$ cat src/rtl/fp32_pkg.sv
// fp32_pkg: IEEE-754 single-precision field constants, class codes and classifier.
package fp32_pkg;
  localparam int FP32_EXP_MSB = 30;
  localparam int FP32_EXP_LSB = 23;
  localparam int FP32_FRAC_MSB = 22;
  localparam logic [7:0] FP32_EXP_MAX = 8'hFF;
  typedef enum logic [2:0] {ZERO, SUBN, NORM, INF, QNAN, SNAN} fp_class_t;
  function automatic fp_class_t fp32_classify(input logic [31:0] v);
    logic [7:0] e;
    logic [22:0] f;
    e = v[FP32_EXP_MSB:FP32_EXP_LSB];
    f = v[FP32_FRAC_MSB:0];
    return e == 8'h00 ? (f == '0 ? ZERO : SUBN) :
           e != FP32_EXP_MAX ? NORM :
           f == '0 ? INF :
           f[FP32_FRAC_MSB] ? QNAN : SNAN;
  endfunction
endpackage

$ cat src/rtl/fp_sync_fifo.sv
// fp_sync_fifo: show-ahead synchronous FIFO with explicit level and synchronous flush.
module fp_sync_fifo #(
  parameter int W = 35,
  parameter int DEPTH = 8,
  parameter int LW = $clog2(DEPTH) + 1
) (
  input  logic          clock,
  input  logic          reset,
  input  logic          clear,
  input  logic          in_valid,
  output logic          in_ready,
  input  logic [W-1:0]  in_data,
  output logic          out_valid,
  input  logic          out_ready,
  output logic [W-1:0]  out_data,
  output logic [LW-1:0] level
);
  localparam int AW = $clog2(DEPTH);
  logic [AW-1:0] wr_q, wr_d, rd_q, rd_d;
  logic [LW-1:0] lvl_q, lvl_d;
  logic [W-1:0] mem_q [DEPTH];
  logic push, pop;
  assign in_ready = lvl_q != LW'(DEPTH);
  assign out_valid = lvl_q != '0;
  assign level = lvl_q;
  assign push = in_valid && in_ready && !clear;
  assign pop = out_valid && out_ready && !clear;
  // Gate the head so an empty FIFO presents zeros rather than stale storage.
  assign out_data = out_valid ? mem_q[rd_q] : '0;
  always_comb begin
    wr_d = clear ? '0 : wr_q + AW'(push);
    rd_d = clear ? '0 : rd_q + AW'(pop);
    lvl_d = clear ? '0 : lvl_q + LW'(push) - LW'(pop);
  end
  always_ff @(posedge clock or posedge reset) begin
    if (reset) begin
      wr_q <= '0;
      rd_q <= '0;
      lvl_q <= '0;
    end else begin
      wr_q <= wr_d;
      rd_q <= rd_d;
      lvl_q <= lvl_d;
    end
  end
  always_ff @(posedge clock) begin
    if (push) mem_q[wr_q] <= in_data;
  end
endmodule

$ cat src/rtl/fp_result_buffer.sv
// fp_result_buffer: classifying fp32 result FIFO with statistics; FTZ via FP_RESULT_BUFFER_FTZ_EN.
module fp_result_buffer
  import fp32_pkg::*;
#(
  parameter int DEPTH = 8,
  parameter int CNT_W = 16,
  parameter int LVL_W = $clog2(DEPTH) + 1
) (
  input  logic             clock,
  input  logic             reset,
  input  logic             clear,
  input  logic             in_valid,
  output logic             in_ready,
  input  logic [31:0]      in_result,
  output logic             out_valid,
  input  logic             out_ready,
  output logic [31:0]      out_result,
  output logic [2:0]       out_class,
  output logic [LVL_W-1:0] level,
  output logic [CNT_W-1:0] count,
  output logic             nan_seen
);
  fp_class_t cls;
  logic [34:0] entry, head;
  logic push;
  logic [CNT_W-1:0] count_q, count_d;
  logic nan_seen_q, nan_seen_d;
  always_comb begin
    cls = fp32_classify(in_result);
    entry = {3'(cls), in_result};
`ifdef FP_RESULT_BUFFER_FTZ_EN
    if (cls == SUBN) entry = {3'(ZERO), in_result[31], 31'b0};
`endif
  end
  assign push = in_valid && in_ready && !clear;
  always_comb begin
    count_d = clear ? '0 : count_q + CNT_W'(push);
    nan_seen_d = !clear && (nan_seen_q || (push && (cls == QNAN || cls == SNAN)));
  end
  always_ff @(posedge clock or posedge reset) begin
    if (reset) begin
      count_q <= '0;
      nan_seen_q <= 1'b0;
    end else begin
      count_q <= count_d;
      nan_seen_q <= nan_seen_d;
    end
  end
  fp_sync_fifo #(.W(35), .DEPTH(DEPTH), .LW(LVL_W)) u_fifo (
    .clock(clock), .reset(reset), .clear(clear),
    .in_valid(in_valid), .in_ready(in_ready), .in_data(entry),
    .out_valid(out_valid), .out_ready(out_ready), .out_data(head),
    .level(level)
  );
  assign out_result = head[31:0];
  assign out_class = head[34:32];
  assign count = count_q;
  assign nan_seen = nan_seen_q;
endmodule

$ cat config.mk
export PLATFORM = sky130hd
export DESIGN_NAME = fp_result_buffer
export DESIGN_NICKNAME = d
export VERILOG_FILES = /design/src/rtl/fp32_pkg.sv /design/src/rtl/fp_sync_fifo.sv /design/src/rtl/fp_result_buffer.sv
export SDC_FILE = /design/constraint.sdc
export NUM_CORES = 1
export LEC_CHECK = 0
export ABC_AREA = 1
export BUFFER_PORTS_ARGS = -buffer_cell sky130_fd_sc_hd__buf_2
export CORE_MARGIN = 2
export CORE_UTILIZATION = 45
export CTS_CLUSTER_DIAMETER = 50
export DETAILED_ROUTE_END_ITERATION = 10
export PLACE_DENSITY_LB_ADDON = 0.1
export SYNTH_ARGS = -nofsm -noshare
export SYNTH_HDL_FRONTEND = slang
export SYNTH_SLANG_ARGS = --single-unit
$ cat constraint.sdc
create_clock -name clock -period 3.5 [get_ports clock]
set_input_delay 0.35 -clock clock [delete_from_list [all_inputs] [get_ports clock]]
set_output_delay 0.35 -clock clock [all_outputs]
set_load 0.02 [all_outputs]
==> results.toml, run 1 <==
[clocking]
clock_latency_ps = 510
clockRootBuffer = "clkbuf_16"
tritoncts = "yes"
cts_sinks = 307
cts_resized = 0
cts_hold_buf = 0
post_cts_buffers = 0
cts_max_path_buffers = 3
cts_buffers = 37
h-tree-depth = 2
cts.clk_slew.worst_paths_ps = 50

[drt]
vias_per_cell = 5.08
drt-initial-drc-count = 486
route.detailed.drc = 0
antenna_left = 0
dr.pass1.iters = 5
via_count = 8431
routedWlPerCell_um = 17.5
drt-total-wl_um = 29000

[setup_path]
r2r_slack_ps = 1150
worstReg2RegEnd = "u_fifo.mem_q[6][31]"
startpoint_type = "register"
crit_arrival_ps = 2550
worstSetupEndpointType = "primary output"
r2r-start = "u_fifo.level[2]"
path_max_fanout = 63
cp_data_required_time_ps = 3150
worstSetupPathType = "register to primary output"
worstRegToRegCells = 8

[synthesis]
yosysWarnings = 0
synth_seq_area_share_pct = 70.9
syn-cell-area_um2 = 12800
ys_ff_latch = 307
syn-num-nets = 1209
synthCells = 1159
ys_types = 27
syn_area_per_cell_um2 = 11.0

[grt]
grt_pass1_wl_um = 46800
globalRoute.totalOverflow = 0
grt_pass1_vias = 8518
antenna_found_initial = 0
grt_usage_pct = 19.7
grt_max_degree = 72

[sta]
period_needed_ps = 2900
finalSetupTns_ps = 0
holdWs_ps = 88.7
max_freq_ghz = 0.345
slew_viol_final = 0
fin_ws_ps = 605
finClkSkew_ps = 13.0
tightest_slew_ps = 1030
fin_crit_sh_pct = 82.7
rsz0062_at_grt = "false"
hold_viol = 0
slew_headroom_pct = 30.9
setup_violations = 0

[floorplan]
die_area_um2 = 29800
start_util_pct = 45.8
coreArea_um2 = 27900
die_h_um = 173
dieWidth_um = 173
rows = 61
io_pins = 95

[placed_design]
pre_cts_ws_ps = 824
io_buffers = 94
gp_congestion = 0.776
dpl.hpwl_um = 16600

[cells_and_area]
num-fill-cells = 2489
area_growth_pct = 17.0
layout-drive-gt1-share_pct = 14.9
diodes = 0
final_nets = 1306

[flow_run]
cap_violations = 0

[power_and_ir_drop]
p_leak_nw = 5.64
cellPowerDensity_nw_per_um2 = 677
finalPower_mw = 10.1
max-vdd-ir-drop_uv = 443

[outcome]
outcome = "completed"

[worst_hold_path]
hp-class = "input pin to async pin"
[kinds of logic (layout without fill, tap and decap cells)]
kind of cell,count (synthesis),in the layout,synth area share (%)
DFF,307,307,70.9
AOI/OAI and AO/OA,164,164,6.50
buffers and inverters,94,218,3.40
adders and majority gates,13,13,1.33
xor gates and xnor gates,3,3,0.205
and+or+nand+nor,578,578,17.6
[report_power, final]
group | leakage [nW] | switching [mW] | internal [mW] | total, mW
sequential | 2.90 | 0.0767 | 4.11 | 4.19
combinational | 2.16 | 1.55 | 0.683 | 2.24
clock | 0.579 | 1.46 | 2.27 | 3.72
[sequential cells by signal (all words and copies together), names as in the netlist]
name	count
u_fifo.mem_q	280
u_fifo.level	4
u_fifo.wr_q	3
u_fifo.rd_q	3
count	16
nan_seen	1
[per-stage QoR]
stage | std cells | cell area (um^2) | util, %
6_report | 1661 | 15000 | 53.7
2_1_floorplan | 1159 | 12800 | -
4_1_cts | 1661 | 15000 | 53.7
3_5_place_dp | 1595 | 13800 | 49.4
3_3_place_gp | 1595 | 13800 | 49.4
5_1_grt | 1661 | 15000 | 53.7
[critical path: stages, from the launching register on]
cell and delay [ps]:
dfrtp_4 750, buf_12 350, nor2_1 90, nor2_1 80, o21ai_0 90, nand2_1 80
nor2_1 40, nor2_1 300, buf_2 230
[worst max path at each step]
stage	slack (ps)	depth (start not counted)	to	start
after floorplan	300	6	u_fifo.mem_q[0][0]	u_fifo.level[2]
after global placement	830	8	u_fifo.mem_q[6][27]	clear
after detailed placement	820	8	u_fifo.mem_q[6][27]	clear
after CTS	560	7	out_result[14]	u_fifo.rd_q[0]
after global routing	410	7	out_result[10]	u_fifo.rd_q[0]
final	600	8	out_class[1]	u_fifo.rd_q[0]
[per-layer routing]
layer / part of all wire (%) / track usage (%) / routed length, um / vias up
met1: 46 / 26.7 / 13200 / 4085
met2: 48 / 33.5 / 14000 / 162
met3: 4.2 / 2.88 / 1210 / 39
li1: - / - / - / 4145
met4: 1.7 / 5.23 / 493 / 0
met5: 0 / 0 / 0 / -
[cells in the mapped netlist, drive strengths merged]
library cell,n,area (um^2)
o21ai,149,746
ha,12,150
o21bai,3,22.5
dfrtp,27,676
a31oi,3,18.8
fa,1,20.0
xnor2,2,17.5
nand4,5,31.3
xor2,1,8.76
inv,34,128
edfxtp,280,8410
nor3b,2,15.0
nor2,410,1550
clkbuf,24,98.8
nor3,1,5.00
a21oi,9,45.0
nand2,116,438
buf,36,209
nand3,44,220
[placed cells by master (no fill, tap or decap)]
cell type,count
nor2_1,398
o21ai_0,54
xnor2_1,2
nand2_1,115
nand2_2,1
clkinv_2,6
nand3_2,1
buf_12,8
inv_2,1
clkinvlp_4,2
fa_1,1
clkbuf_16,39
inv_4,1
xor2_1,1
nor3_1,1
dfrtp_1,24
buf_4,16
nand3_1,43
nor3b_1,2
o21ai_1,95
clkbuf_1,10
inv_6,2
inv_1,32
ha_1,12
nand4_1,5
buf_2,94
edfxtp_1,280
dfrtp_2,2
nor2_4,8
o21bai_1,3
dfrtp_4,1
nor2_2,4
clkinv_4,2
clkinv_1,2
a31oi_1,3
bufinv_16,3
a21oi_1,9
[area by class of cell]
cell class / instances / area (um^2) / area share [%]
timing repair buffer: 118 / 751 / 5.01
clock inverter: 17 / 178 / 1.19
clock buffer: 49 / 1010 / 6.76
multi-input combinational: 758 / 3350 / 22.4
inverter: 34 / 130 / 0.868
tap: 378 / 473 / 3.16
sequential: 307 / 9090 / 60.7
Note: power is estimated with default switching activity, not from simulation.
==> inputs of run 2 (changes only) <==
Clock period 3.5 ns to 2.95 ns, I/O delays scaled along.
==> run 2 against run 1 <==
Effect of this change: critical path depth did not move; critical path type unchanged; final cell count is 0.36% higher; highest routed layer unchanged; non-clock buffer count up 7; via count grew 0.53%; power increased by 17%; worst setup slack got worse by 360 ps; sequential power rose by 18%; utilization about the same.
==> results.toml, run 2 (same netlist as run 1, synthesis figures left out) <==
[setup_path]
worstRegToRegCells = 8
startpoint_type = "register"
worstReg2RegEnd = "u_fifo.mem_q[3][11]"
critPathSlowestCell = "dfrtp_4"
worstSetupPathType = "register to primary output"
critPathLaunch = "u_fifo.rd_q[0]"
r2r-start = "u_fifo.level[2]"
r2r_slack_ps = 710
crit_arrival_ps = 2410
path_cells = "buf_4, nor2_1, nor2_1, o21ai_1, nand3_1, nand2_1, nor2_1, buf_2"
cp_common_cell = "nor2_1"
worstSetupEndpointType = "primary output"
critPathCapture = "out_result[28]"
cp_data_required_time_ps = 2650
path_max_fanout = 34
cp_slowest_stage_delay_ps = 630

[placed_design]
place_area_um2 = 13900
dpl.hpwl_um = 16300
io_buffers = 94
pre_cts_ws_ps = 654
gp_congestion = 0.774
dp.cells = 1600

[power_and_ir_drop]
cellPowerDensity_nw_per_um2 = 790
finalPower_mw = 11.9
p_leak_nw = 5.64
max-vdd-ir-drop_uv = 481
p_sw_mw = 3.66
clockPowerShare_pct = 35.3
swShare_pct = 30.9
combPwrFrac_pct = 22.9
internal_power_mw = 8.19
power_frac_seq_pct = 41.8

[clocking]
clock_latency_ps = 510
cts_max_path_buffers = 3
clockRootBuffer = "clkbuf_16"
tritoncts = "yes"
cts_buffers = 36
cts.clk_slew.worst_paths_ps = 60
cts_sinks = 307
h-tree-depth = 2

[floorplan]
dieWidth_um = 173
coreArea_um2 = 27900
die_h_um = 173
start_util_pct = 45.8
die_area_um2 = 29800
rows = 61
io_pins = 95

[cells_and_area]
num-fill-cells = 2444
layout-drive-gt1-share_pct = 14.8
final_cell_mix = "nor2_1 (398), edfxtp_1 (280), nand2_1 (115)"
final_common_cell = "nor2_1"
diodes = 0
final_nets = 1312
final_cells = 1667
area_growth_pct = 17.1
final_util_pct = 53.7
fin_area_um2 = 15000
multi_input_area_um2 = 3350
largest_reg_flops = 280
top_register = "u_fifo.mem_q"
seqCellArea_um2 = 9090

[sta]
max_freq_ghz = 0.370
finClkSkew_ps = 11.4
period_needed_ps = 2700
fin_ws_ps = 247
finalSetupTns_ps = 0
setup_violations = 0
hold_viol = 0
slew_headroom_pct = 50.9
rsz0062_at_grt = "false"
fin_crit_sh_pct = 91.6
holdWs_ps = 68.4
slew_viol_final = 0
tightest_slew_ps = 736

[grt]
grt_max_degree = 72
grt_usage_pct = 19.7
grt_pass1_vias = 8116
grt_pass1_wl_um = 46300
globalRoute.totalOverflow = 0
antenna_found_initial = 0

[drt]
route.detailed.drc = 0
via_count = 8476
vias_per_cell = 5.08
antenna_left = 0
routedWlPerCell_um = 17.8
dr.pass1.iters = 4
drt-initial-drc-count = 571
drt-total-wl_um = 29700

[outcome]
outcome = "completed"

[worst_hold_path]
hp-class = "input pin to register"

[flow_run]
cap_violations = 0
==> run 2: cell count changes in the layout (fill, tap and decap cells not counted), sizes merged, moves of 2 or more <==
| cell | previous run | this run |
|---|---|---|
| clkinv | 10 | 13 |
| clkbuf | 49 | 46 |
| inv | 36 | 38 |
| buf | 118 | 124 |
| clkinvlp | 2 | 0 |
==> run 2: worst min-delay path by stage <==
stage | start | cells after the start | to
2_1_floorplan | reset | 1 | count[0]
3_3_place_gp | reset | 2 | u_fifo.level[2]
3_5_place_dp | reset | 2 | u_fifo.level[1]
4_1_cts | in_result[31] | 1 | u_fifo.mem_q[6][31]
5_1_grt | in_result[3] | 1 | u_fifo.mem_q[6][3]
6_report | in_result[31] | 1 | u_fifo.mem_q[2][31]
==> run 2: metal layers <==
| layer | track usage (%) | share of wire, % |
|---|---|---|
| met1 | 27.4 | 46 |
| met2 | 32.4 | 47 |
| met3 | 3.06 | 4.4 |
| met4 | 5.47 | 2.1 |
| met5 | 0 | 0 |
==> run 2: repair_timing <==
action,in CTS,in global routing
endpoints found under the hold margin,15,0
gates resized for setup,0,0
setup buffers,0,1
endpoints found under the setup margin,0,3
hold buffers,1,0
==> run 2: power groups by stage <==
stage / clock network [mW] / logic [mW] / registers [mW]
2_1_floorplan: 0 / 1.82 / 5.04
3_3_place_gp: 0 / 2.71 / 5.05
3_5_place_dp: 0 / 2.72 / 5.06
4_1_cts: 4.27 / 2.73 / 4.97
5_1_grt: 4.43 / 3.03 / 4.96
6_report: 4.18 / 2.72 / 4.95
==> run 2: layout make-up <==
class	count	area share [%]
sequential	307	60.6
multi-input combinational	758	22.4
clock buffer	46	6.40
timing repair buffer	125	5.59
tap	378	3.15
clock inverter	19	1.03
inverter	34	0.868
==> run 2: critical path: cells and delay by family (launching register included) <==
family,cells,cell delay (ps)
flip-flops,1,630
buffers and inverters,2,620
AND/OR/NAND/NOR,5,550
AO/OA/AOI/OAI,1,80
==> inputs of run 3 (changes only) <==
Settings changed: CELL_PAD_IN_SITES_DETAIL_PLACEMENT set to 1, CELL_PAD_IN_SITES_GLOBAL_PLACEMENT set to 1, SETUP_SLACK_MARGIN set to 0.02.
Clock period 2.95 ns to 3.2 ns, I/O delays scaled along.
==> run 3 against run 2 <==
Effect of this change: the run now ends with hold timing left; clock skew rose by 7.9 ps; global-route usage rose by 2.7 points; final cell count fell by 0.12%; critical endpoint is now out_class[1]; largest power group unchanged; highest routed layer unchanged.
==> results.toml, run 3 (same netlist as run 1, synthesis figures left out) <==
[outcome]
outcome = "finished, violations left"
violations = "hold timing"

[sta]
slew_viol_final = 0
rsz0062_at_grt = "false"
setup_violations = 0
fin_crit_sh_pct = 89.4
tightest_slew_ps = 1070
period_needed_ps = 2860
max_freq_ghz = 0.349
finalSetupTns_ps = 0
hold_viol = 19
holdWs_ps = -16.8
finClkSkew_ps = 19.3
slew_headroom_pct = 29.0

[drt]
drt-total-wl_um = 33100
route.detailed.drc = 0
dr.pass1.iters = 4
antenna_left = 0
drt-initial-drc-count = 577
vias_per_cell = 5.25
via_count = 8749
routedWlPerCell_um = 19.9

[cells_and_area]
final_util_pct = 54.0
layout-drive-gt1-share_pct = 15.5
final_cells = 1665
final_nets = 1311
final_cell_mix = "nor2_1 (398), edfxtp_1 (280), nand2_1 (115)"
area_growth_pct = 17.7
top_register = "u_fifo.mem_q"
final_common_cell = "nor2_1"
diodes = 0
largest_reg_flops = 280

[clocking]
clockRootBuffer = "clkbuf_16"
post_cts_buffers = 0
cts_max_path_buffers = 3
clock_latency_ps = 510
tritoncts = "yes"
cts_buffers = 36
cts_sinks = 307
h-tree-depth = 2
cts.clk_slew.worst_paths_ps = 60
cts_hold_buf = 0
cts_resized = 0

[floorplan]
dieWidth_um = 173
rows = 61
coreArea_um2 = 27900
start_util_pct = 45.8
die_h_um = 173
die_area_um2 = 29800
io_pins = 95

[setup_path]
cp_data_required_time_ps = 2880
worstRegToRegCells = 11
worstReg2RegEnd = "count[14]"
startpoint_type = "register"
worstSetupPathType = "register to primary output"
path_max_fanout = 62
r2r-start = "u_fifo.level[2]"
crit_arrival_ps = 2540
r2r_slack_ps = 870
worstSetupEndpointType = "primary output"

[power_and_ir_drop]
cellPowerDensity_nw_per_um2 = 758
clockPowerShare_pct = 37.7
power_frac_seq_pct = 40.0
p_sw_mw = 3.45
combPwrFrac_pct = 22.3
p_leak_nw = 5.68
internal_power_mw = 7.97
swShare_pct = 30.2
finalPower_mw = 11.4
max-vdd-ir-drop_uv = 444

[flow_run]
cap_violations = 0

[placed_design]
dp.cells = 1601
dpl.hpwl_um = 19400
gp_congestion = 0.768
io_buffers = 94

[grt]
grt_pass1_vias = 9474
grt_usage_pct = 22.4
globalRoute.totalOverflow = 0
antenna_found_initial = 0
grt_pass1_wl_um = 52400
grt_max_degree = 72

[worst_hold_path]
hp-class = "input pin to async pin"
## run 3: final cells by class
cell class,instances,area (um^2)
inverter,34,130
multi-input combinational,758,3350
sequential,307,9090
clock inverter,19,290
timing repair buffer,124,771
clock buffer,45,966
fill,3011,12900
tap,378,473
## run 3: worst max path at each step
| stage | from | to | slack (ps) | cells past startpoint |
|---|---|---|---|---|
| after floorplan | u_fifo.level[2] | u_fifo.mem_q[0][0] | -2 | 6 |
| after global placement | u_fifo.rd_q[0] | out_result[23] | 870 | 7 |
| after detailed placement | u_fifo.level[2] | u_fifo.mem_q[3][12] | 820 | 7 |
| after CTS | u_fifo.rd_q[0] | out_result[13] | 300 | 7 |
| after global routing | u_fifo.rd_q[0] | out_class[1] | 150 | 8 |
| final | u_fifo.rd_q[0] | out_class[1] | 340 | 8 |
## run 3: stage by stage
step | setup WS, ps | instance area [um^2]
floorplan | -1.74 | 12800
global placement | 874 | 13800
detailed placement | 824 | 13800
CTS | 298 | 15100
global route | 154 | 15100
finish | 338 | 15100
## run 3: metal layers
layer | up-vias | track usage [%] | share of wire, %
met2 | 159 | 38.8 | 50
met5 | - | 0 | 0
li1 | 4152 | - | -
met4 | 0 | 6.14 | 1.8
met1 | 4396 | 29.7 | 45
met3 | 42 | 3.17 | 3.5
## run 3: power groups by stage
stage | logic (mW) | registers, mW | clock network, mW
finish | 2.55 | 4.57 | 4.31
global route | 2.85 | 4.59 | 4.52
CTS | 2.59 | 4.58 | 4.39
detailed placement | 2.57 | 4.66 | 0
global placement | 2.53 | 4.65 | 0
floorplan | 1.68 | 4.64 | 0
## run 3: worst max-delay path, cell delays in order, from the launching register on
cell and delay [ps]:
dfrtp_4 680, buf_12 320, nor2_1 120, nor2_1 110
o21ai_1 90, nand3_1 90, nand2_1 70, nor2_1 260
buf_2 230
